--- config.mk ---
export PLATFORM = sky130hd
export DESIGN_NAME = ball_split_dispatcher
export DESIGN_NICKNAME = d
export VERILOG_FILES = /design/src/rtl/ball_split_dispatcher.sv
export SDC_FILE = /design/constraint.sdc
export NUM_CORES = 1
export LEC_CHECK = 0
export BUFFER_PORTS_ARGS = -buffer_cell sky130_fd_sc_hd__buf_2
export CORE_MARGIN = 1
export CORE_UTILIZATION = 55
export CTS_BUF_LIST = sky130_fd_sc_hd__clkbuf_8
export CTS_CLUSTER_DIAMETER = 120
export CTS_CLUSTER_SIZE = 8
export DETAILED_ROUTE_END_ITERATION = 7
export PLACE_DENSITY_LB_ADDON = 0.25
export SKIP_CTS_REPAIR_TIMING = 1
export SLEW_MARGIN = 10
export SYNTH_ARGS = -nofsm -noshare
export SYNTH_HDL_FRONTEND = slang
export SYNTH_SLANG_ARGS = --single-unit
export TNS_END_PERCENT = 1
--- constraint.sdc ---
create_clock -name clk -period 2.4 [get_ports clk]
set_input_delay 0.12 -clock clk [delete_from_list [all_inputs] [get_ports clk]]
set_output_delay 0.12 -clock clk [all_outputs]
set_load 0.05 [all_outputs]
--- src/rtl/ball_split_dispatcher.sv ---
// ball_split_dispatcher
// Turns a collision hit into a retire strobe for the hit ball followed by
// two child-ball load commands. Each child goes into the lowest free slot.
// A child that finds no free slot is counted in dropCount, which saturates.

module ball_split_dispatcher #(
    parameter int NUM_SLOTS     = 8,
    parameter int X_OFFSET      = 16,
    parameter int X_MAX         = 639,
    parameter int SPLIT_X_SPEED = 64,
    parameter int SPLIT_Y_SPEED = -256
) (
    input  logic                         clk,
    input  logic                         reset,
    input  logic                         hit,
    input  logic [$clog2(NUM_SLOTS)-1:0] hitSlot,
    input  logic [10:0]                  hitX,
    input  logic [10:0]                  hitY,
    input  logic [1:0]                   hitSize,
    input  logic [NUM_SLOTS-1:0]         slotActive,
    output logic                         hitReady,
    output logic [NUM_SLOTS-1:0]         killSlot,
    output logic [NUM_SLOTS-1:0]         loadSlot,
    output logic [10:0]                  ballInitialX,
    output logic [10:0]                  ballInitialY,
    output shortint                      ballInitialXSpeed,
    output shortint                      ballInitialYSpeed,
    output logic [1:0]                   ballInitialSize,
    output logic [7:0]                   dropCount
);

    localparam int SW = $clog2(NUM_SLOTS);
    localparam shortint LEFT_XSPEED  = shortint'(-SPLIT_X_SPEED);
    localparam shortint RIGHT_XSPEED = shortint'(SPLIT_X_SPEED);
    localparam shortint CHILD_YSPEED = shortint'(SPLIT_Y_SPEED);

    typedef enum logic [1:0] {
        IDLE,
        KILL,
        LEFT,
        RIGHT
    } state_t;

    state_t state;

    logic [SW-1:0]        capSlot;
    logic [10:0]          capX;
    logic [10:0]          capY;
    logic [1:0]           capSize;
    logic [SW-1:0]        leftSlot;
    logic                 leftValid;

    logic [NUM_SLOTS-1:0] freeMask;
    logic [NUM_SLOTS-1:0] rightMask;
    logic                 leftFound;
    logic [SW-1:0]        leftIdx;
    logic                 rightFound;
    logic [SW-1:0]        rightIdx;
    logic [11:0]          xWide;
    logic [11:0]          rightSum;
    logic [10:0]          leftX;
    logic [10:0]          rightX;

    assign hitReady = (state == IDLE);

    // Free slots: the hit ball's slot counts as free even before slotActive drops it.
    always_comb begin
        freeMask          = ~slotActive;
        freeMask[capSlot] = 1'b1;
        rightMask         = freeMask;
        if (leftValid) begin
            rightMask[leftSlot] = 1'b0;
        end
    end

    // Lowest-index free slot for each child; scanning downward leaves the lowest hit last.
    always_comb begin
        leftFound  = 1'b0;
        leftIdx    = '0;
        rightFound = 1'b0;
        rightIdx   = '0;
        for (int i = NUM_SLOTS - 1; i >= 0; i--) begin
            if (freeMask[i]) begin
                leftFound = 1'b1;
                leftIdx   = SW'(i);
            end
            if (rightMask[i]) begin
                rightFound = 1'b1;
                rightIdx   = SW'(i);
            end
        end
    end

    // Child X positions, using 12-bit sums so the clamps see underflow and overflow.
    always_comb begin
        xWide    = {1'b0, capX};
        rightSum = xWide + 12'(X_OFFSET);
        leftX    = (xWide < 12'(X_OFFSET)) ? 11'd0 : 11'(xWide - 12'(X_OFFSET));
        rightX   = (rightSum > 12'(X_MAX)) ? 11'(X_MAX) : rightSum[10:0];
    end

    // Split sequencer: capture the hit, retire it, then load the left and right children.
    always_ff @(posedge clk) begin
        if (reset) begin
            state             <= IDLE;
            capSlot           <= '0;
            capX              <= '0;
            capY              <= '0;
            capSize           <= '0;
            leftSlot          <= '0;
            leftValid         <= 1'b0;
            killSlot          <= '0;
            loadSlot          <= '0;
            ballInitialX      <= '0;
            ballInitialY      <= '0;
            ballInitialXSpeed <= '0;
            ballInitialYSpeed <= '0;
            ballInitialSize   <= '0;
            dropCount         <= '0;
        end else begin
            case (state)
                IDLE: begin
                    killSlot <= '0;
                    loadSlot <= '0;
                    if (hit) begin
                        capSlot  <= hitSlot;
                        capX     <= hitX;
                        capY     <= hitY;
                        capSize  <= hitSize;
                        killSlot <= NUM_SLOTS'(1) << hitSlot;
                        state    <= KILL;
                    end
                end
                KILL: begin
                    killSlot <= '0;
                    if (capSize == 2'd0) begin
                        state <= IDLE;
                    end else begin
                        if (leftFound) begin
                            loadSlot          <= NUM_SLOTS'(1) << leftIdx;
                            leftSlot          <= leftIdx;
                            leftValid         <= 1'b1;
                            ballInitialX      <= leftX;
                            ballInitialY      <= capY;
                            ballInitialXSpeed <= LEFT_XSPEED;
                            ballInitialYSpeed <= CHILD_YSPEED;
                            ballInitialSize   <= capSize - 2'd1;
                        end else begin
                            loadSlot  <= '0;
                            leftValid <= 1'b0;
                            if (dropCount != 8'hFF) begin
                                dropCount <= dropCount + 8'd1;
                            end
                        end
                        state <= LEFT;
                    end
                end
                LEFT: begin
                    if (rightFound) begin
                        loadSlot          <= NUM_SLOTS'(1) << rightIdx;
                        ballInitialX      <= rightX;
                        ballInitialY      <= capY;
                        ballInitialXSpeed <= RIGHT_XSPEED;
                        ballInitialYSpeed <= CHILD_YSPEED;
                        ballInitialSize   <= capSize - 2'd1;
                    end else begin
                        loadSlot <= '0;
                        if (dropCount != 8'hFF) begin
                            dropCount <= dropCount + 8'd1;
                        end
                    end
                    state <= RIGHT;
                end
                RIGHT: begin
                    loadSlot  <= '0;
                    leftValid <= 1'b0;
                    state     <= IDLE;
                end
                default: begin
                    state <= IDLE;
                end
            endcase
        end
    end

endmodule
* Word level (Yosys, flattened, before mapping)
Index checks and enable logic that the tools add are counted.
** Word-level totals
- Word-level logic and storage cells :: 132
- Register bits :: 113
- Output and inout port bits :: 81
** Cells by class
- Bitwise gates (word level) :: 5
- Shift-type cells :: 3
- Muxes and demuxes :: 76
- Equal/unequal tests :: 10
- Reductions and logical operators :: 13
- Add/sub/neg operators :: 4
- Order comparisons :: 6
** Operator list (number)
- 2-to-1 mux 16 bit :: 6
- 2-to-1 mux 11 bit :: 8
- 2-to-1 mux 8 bit :: 9
- one-hot mux 16 bit (2 select lines) :: 2
- 2-to-1 mux 3 bit :: 16
- one-hot mux 11 bit (2 select lines) :: 2
- one-hot mux 8 bit (2 select lines) :: 2
- one-hot mux 8 bit (3 select lines) :: 1
- << shifter 1 x 3 -> 8 bit, first input constant :: 3
- 2-to-1 mux 1 bit :: 20
- NOT 8 bit :: 2
- adder 11 x 5 -> 12 bit, second input constant :: 1
- > comparator 12 x 10 -> 1 bit, second input constant :: 1
- != test 2 bit, second input constant :: 6
- less-than comparator 11 x 5 -> 1 bit, second input constant :: 1
- subtractor 11 x 5 -> 11 bit, second input constant :: 1
- 2-to-1 mux 2 bit :: 5
- adder 8 x 1 -> 8 bit, second input constant :: 1
- AND 8 bit :: 1
- less-than comparator 3 x 4 -> 1 bit, second input constant :: 2
- != test 8 bit, second input constant :: 1
- bitwise OR 8 bit :: 1
- one-hot mux 2 bit (4 select lines) :: 1
- AND reduction 4 bit :: 2
- other kinds (14) :: 22

* Longest topological paths before layout
- Word-level depth :: 18
- Mapped depth :: 9
- Mapped depth without buffers :: 8

* Least setup slack after synthesis
OpenSTA, ideal clock, no wires.
- Path kind :: reg-to-reg
- From :: register with a tool-made name
- To :: register killSlot[7]
- Stages on the path, launching flop included :: 8
- Required time :: 2330 ps
- Slack :: 311 ps
- Arrival :: 2018 ps
- Path through :: dfxtp_1 clkbuf_1 nor2_1 and2_1 clkbuf_1 clkbuf_1 nand4_1 a21oi_1
** RTL lines
- to (signal assigned) :: line 130 : killSlot <= NUM_SLOTS'(1) << hitSlot;
- to (decl) :: line 22 : output logic [NUM_SLOTS-1:0] killSlot,

* Final worst setup path
- From :: register capSlot[2]
- To :: register dropCount[6]
** Between the ends
- Cells in the longest elaborated chain, start to end :: 17
** Ends and longest elaborated chain
- from (decl) :: line 46 : logic [SW-1:0] capSlot;
- from (signal assigned) :: line 126 : capSlot <= hitSlot;
- less-than comparator 3 x 4 -> 1 bit (not written as such) or >= comparator 3 x 1 -> 1 bit (tied branches) :: line 69 : freeMask[capSlot] = 1'b1;
- logical AND 1 bit (not written as such) :: line 69
- 2-to-1 mux 1 bit (not written as such) :: line 69
- demux 1 bit (select 3 bit) (*) :: line 69
- bitwise OR 8 bit (no source line) (*)
- AND 8 bit (no source line)
- 2-to-1 mux 8 bit :: line 71 : if (leftValid) begin
- 2-to-1 mux 1 bit (8 in series) :: line 87 : if (rightMask[i]) begin
- != test 2 bit (no source line)
- AND reduction 4 bit (no source line) (*)
- to (signal assigned) :: line 152 : dropCount <= dropCount + 8'd1;
- to (signal assigned) :: line 169 : dropCount <= dropCount + 8'd1;
- to (decl) :: line 29 : output logic [7:0] dropCount
Mark *: on every way between the ends. The rest lies on a longest branch, timed or not.
A chain may end at the register's enable or synchronous reset.

==> run_results.csv <==
group,metric,value,unit
status,status,"finished, violations left",
status,failed_checks,"hold timing",
global_routing,grt_usage,26.8,%
hold_path,min-delay-start,"hitY[2]",
synthesis,ys.flop_type,"dfxtp_1",
synthesis,synth_seq_area_share,36.5,%
floorplan,dieArea,0.00864,mm^2
final_layout,fin_cells,784,
floorplan,design.core.area,0.00785,mm^2
setup_path,timing.critical_path.to_type,"register",
synthesis,fraction_of_registers_with_async_set_or_reset_after_synthesis,0,%
setup_path,worst_reg2reg_path_endpoint,"dropCount[6]",
final_layout,drive_gt1_share,24.2,%
detailed_routing,drt-vias-per-instance,5.73,
sta,worst_slew_pin_tran,0.669,ns
setup_path,cpLargestDelayFamily,"simple AND/OR/NAND/NOR gates",
global_routing,grt_first_pass_wirelength,18800,um
floorplan,die_y,92.9,um
pwr,power-per-cell-area,607,mW/mm^2
synthesis,yosys_warnings,0,
cts,clk_root_buffer_cell,"clkbuf_8",
sta,rsz0062_at_grt,"no",
hold_path,worst_hold_path_type,"in -> reg",
detailed_routing,antenna_violating_nets_post_route,0,
cts,cts_tree,"done",
sta,hold_viol,1,
sta,finalSetupViolCount,0,
final_layout,num_antenna_cells,0,
setup_path,worstPathArrival,2.44,ns
cts,cts_max_level,3,
floorplan,num_rows,32,
setup_path,r2r_cells,8,
synthesis,netlist.top_cell.by_area,"dfxtp_1",
cts,ctsLongestPathBuffers,2,
pwr,share_clk_of_total_power,32.4,%
placed_design,placedCellCount,766,
sta,timing_max_transition_violations_final,0,
setup_path,critical_path.slowest_cell,"dfxtp_2",
pwr,power.sequential.fraction,47.2,%
setup_path,crit_type,"reg -> reg",
hold_path,hold_end,"capY[2]",
setup_path,r2r_start,"capSlot[2]",
placed_design,buffer_ports.inserted,104,
detailed_routing,drt_wl_total,11500,um
pwr,max-vdd-ir-drop,0.375,mV
global_routing,antenna_found_initial,0,
sta,timing.setup.tns,0,ns
setup_path,flop_to_flop_setup_slack,0.18,ns
global_routing,grt_pass1_vias,4036,
detailed_routing,via_count,4491,
global_routing,grt.overflow.total,0,
synthesis,synth_enable_flop_cells,0,
cts,cts.reportedPaths.clkPinSlew,0.09,ns
synthesis,yosys_register_bits,83,
floorplan,boundaryPins,119,
placed_design,hpwl,8350,um
detailed_routing,detail_route.iter0.violations,271,
sta,maxClockFrequency,451,MHz
cts,cts_buffers,9,
floorplan,fp.dieW,92.9,um
final_layout,most_frequent_standard_cell_in_the_layout_excluding_fill_and_tap_cells,"buf_2",
sta,final.period_utilization,92.4,%
pwr,netSwitchingPower,1.05,mW
run,max_capacitance_violation_count,0,
synthesis,syn-mean-instance-area,7.66,um^2
setup_path,crit_path_launch_type,"register",
synthesis,mappedNetlistArea,0.00455,mm^2
detailed_routing,drc,0,
setup_path,worst-endpoint-required,2.62,ns
sta,holdWs,-0.0000696,ns
synthesis,synthDominantCellAreaShare,36.5,%
placed_design,gp_congestion,0.889,
setup_path,path_cells,"nand2b_2 -> o21ai_1 -> a221oi_4 -> buf_4 -> nand4_2 -> nor4_1 -> xnor2_1 -> nor2_1",
cts,tritoncts_sinks,83,
floorplan,initial_utilization,58.0,%
cts,clock_insertion_delay_worst_skew,0.35,ns
pwr,leakage,2.16,nW
final_layout,finish.net_count,719,
final_layout,most-common-layout-cells,"104 x buf_2, 95 x nand2_1, 83 x a21oi_1",
detailed_routing,firstDrtPassIters,4,
sta,finClkSkew,0.0176,ns
setup_path,worstPathBufferInverterCount,1,
setup_path,timing.critical_path.slowest_cell_delay,0.43,ns
synthesis,synth_area_leaders,"dfxtp_1 37%, a21oi_1 9.1%, nand2_1 7.8%",
pwr,power.share.combinational,20.5,%
pwr,power_switching_share,33.2,%
synthesis,post_synth_num_cell_types,65,
final_layout,area_growth,14.3,%
sta,timing.max_slew.rel_slack,55.4,%
detailed_routing,wire_per_inst,14.7,um
setup_path,worstPathMaxFanout,11,
global_routing,grt_start_max_net_pins,38,
sta,timing.final.crit_period,2.22,ns
pwr,cellInternalPower,2.11,mW
synthesis,synthCells,594,
hold_path,timing.hold.worst_path_depth,3,
synthesized netlist by cell type (all sizes together) (3+ instances only):
cell type  count
a211oi         7
a21o           3
a21oi         83
a22oi          3
a31oi         18
a32oi          5
and3           6
buf           41
clkbuf        27
dfxtp         83
ha             4
inv           10
nand2         95
nand2b        19
nand3         13
nand4          3
nor2          68
nor2b          9
nor3          15
nor3b          4
o211ai         7
o21ai         15
o22ai          4
o2bb2ai        6
o31ai          3
xnor2          8
cell families (layout without fill, tap and decap cells):
family | count (synthesis) | in the layout | synth area share [%]
AND/OR/NAND/NOR | 243 | 243 | 24.7
AO/OA/AOI/OAI | 173 | 173 | 24.5
flip-flops | 83 | 83 | 36.5
buffers and inverters | 78 | 153 | 10.6
XOR/XNOR | 10 | 10 | 1.93
adder cells (fa/ha/maj) | 4 | 4 | 1.10
multiplexers | 2 | 2 | 0.440
other | 1 | 14 | 0.0825
power by group through the flow:
stage               combinational [mW]  sequential [mW]  clock (mW)
floorplan                        0.455             1.58           0
finish                           0.646             1.49        1.02
CTS                              0.634             1.49        1.03
global route                     0.698             1.50        1.09
detailed placement               0.631             1.52           0
global placement                 0.624             1.52           0
final cells by class:
type | instances | area [um^2]
inverters | 10 | 37.5
clock inverters | 7 | 75.1
repair buffers | 127 | 711
clock buffers | 9 | 124
multi-input cells | 446 | 2460
flip-flops and latches | 83 | 1670
fillers | 692 | 2650
well taps | 102 | 128
tightest hold or removal path: stages:
cell and delay, ns:
buf_2 0.09, nand2_1 0.05, a21oi_1 0.05
layer usage:
layer  global-route usage (%)  vias up  routed length (um)
met5                        0        -                   0
met4                     10.3        0                 250
met3                     5.01       25                 819
met2                     42.5      198                5230
met1                     35.9     2083                5240
li1                         -     2185                   -
flip-flops by register name (all words and copies together) (netlist names), named ones only:
register           flops
leftValid              1
ballInitialY          11
dropCount              8
state                  1
ballInitialXSpeed      1
ballInitialYSpeed      1
capY                  11
capX                  11
ballInitialSize        2
killSlot               8
capSlot                3
ballInitialX          11
loadSlot               8
capSize                2
leftSlot               3
worst max-delay path by stage:
| stage | endpoint | from | depth (start not counted) |
|---|---|---|---|
| 2_1_floorplan | killSlot[7] | register | 7 |
| 3_3_place_gp | dropCount[4] | capSlot[2] | 8 |
| 6_report | dropCount[6] | capSlot[2] | 8 |
| 5_1_grt | dropCount[4] | capSlot[2] | 8 |
| 3_5_place_dp | dropCount[6] | capSlot[2] | 8 |
| 4_1_cts | ballInitialX[5] | capSlot[1] | 7 |
metrics by stage:
stage | instance area [um^2] | power [mW] | hold slack [ns] | utilization, % | setup WS, ns
after floorplan | 4600 | 2.03 | 0.256 | - | 0.311
after global placement | 4970 | 2.14 | 0.360 | 63.3 | 0.119
after global routing | 5200 | 3.29 | 0.00119 | 66.3 | 0.0190
final | 5200 | 3.16 | -0.0000696 | 66.3 | 0.182
after CTS | 5170 | 3.15 | -0.0109 | 65.8 | 0.0506
after detailed placement | 4970 | 2.15 | 0.368 | 63.3 | 0.0582
(Power assumes the default switching activity.)
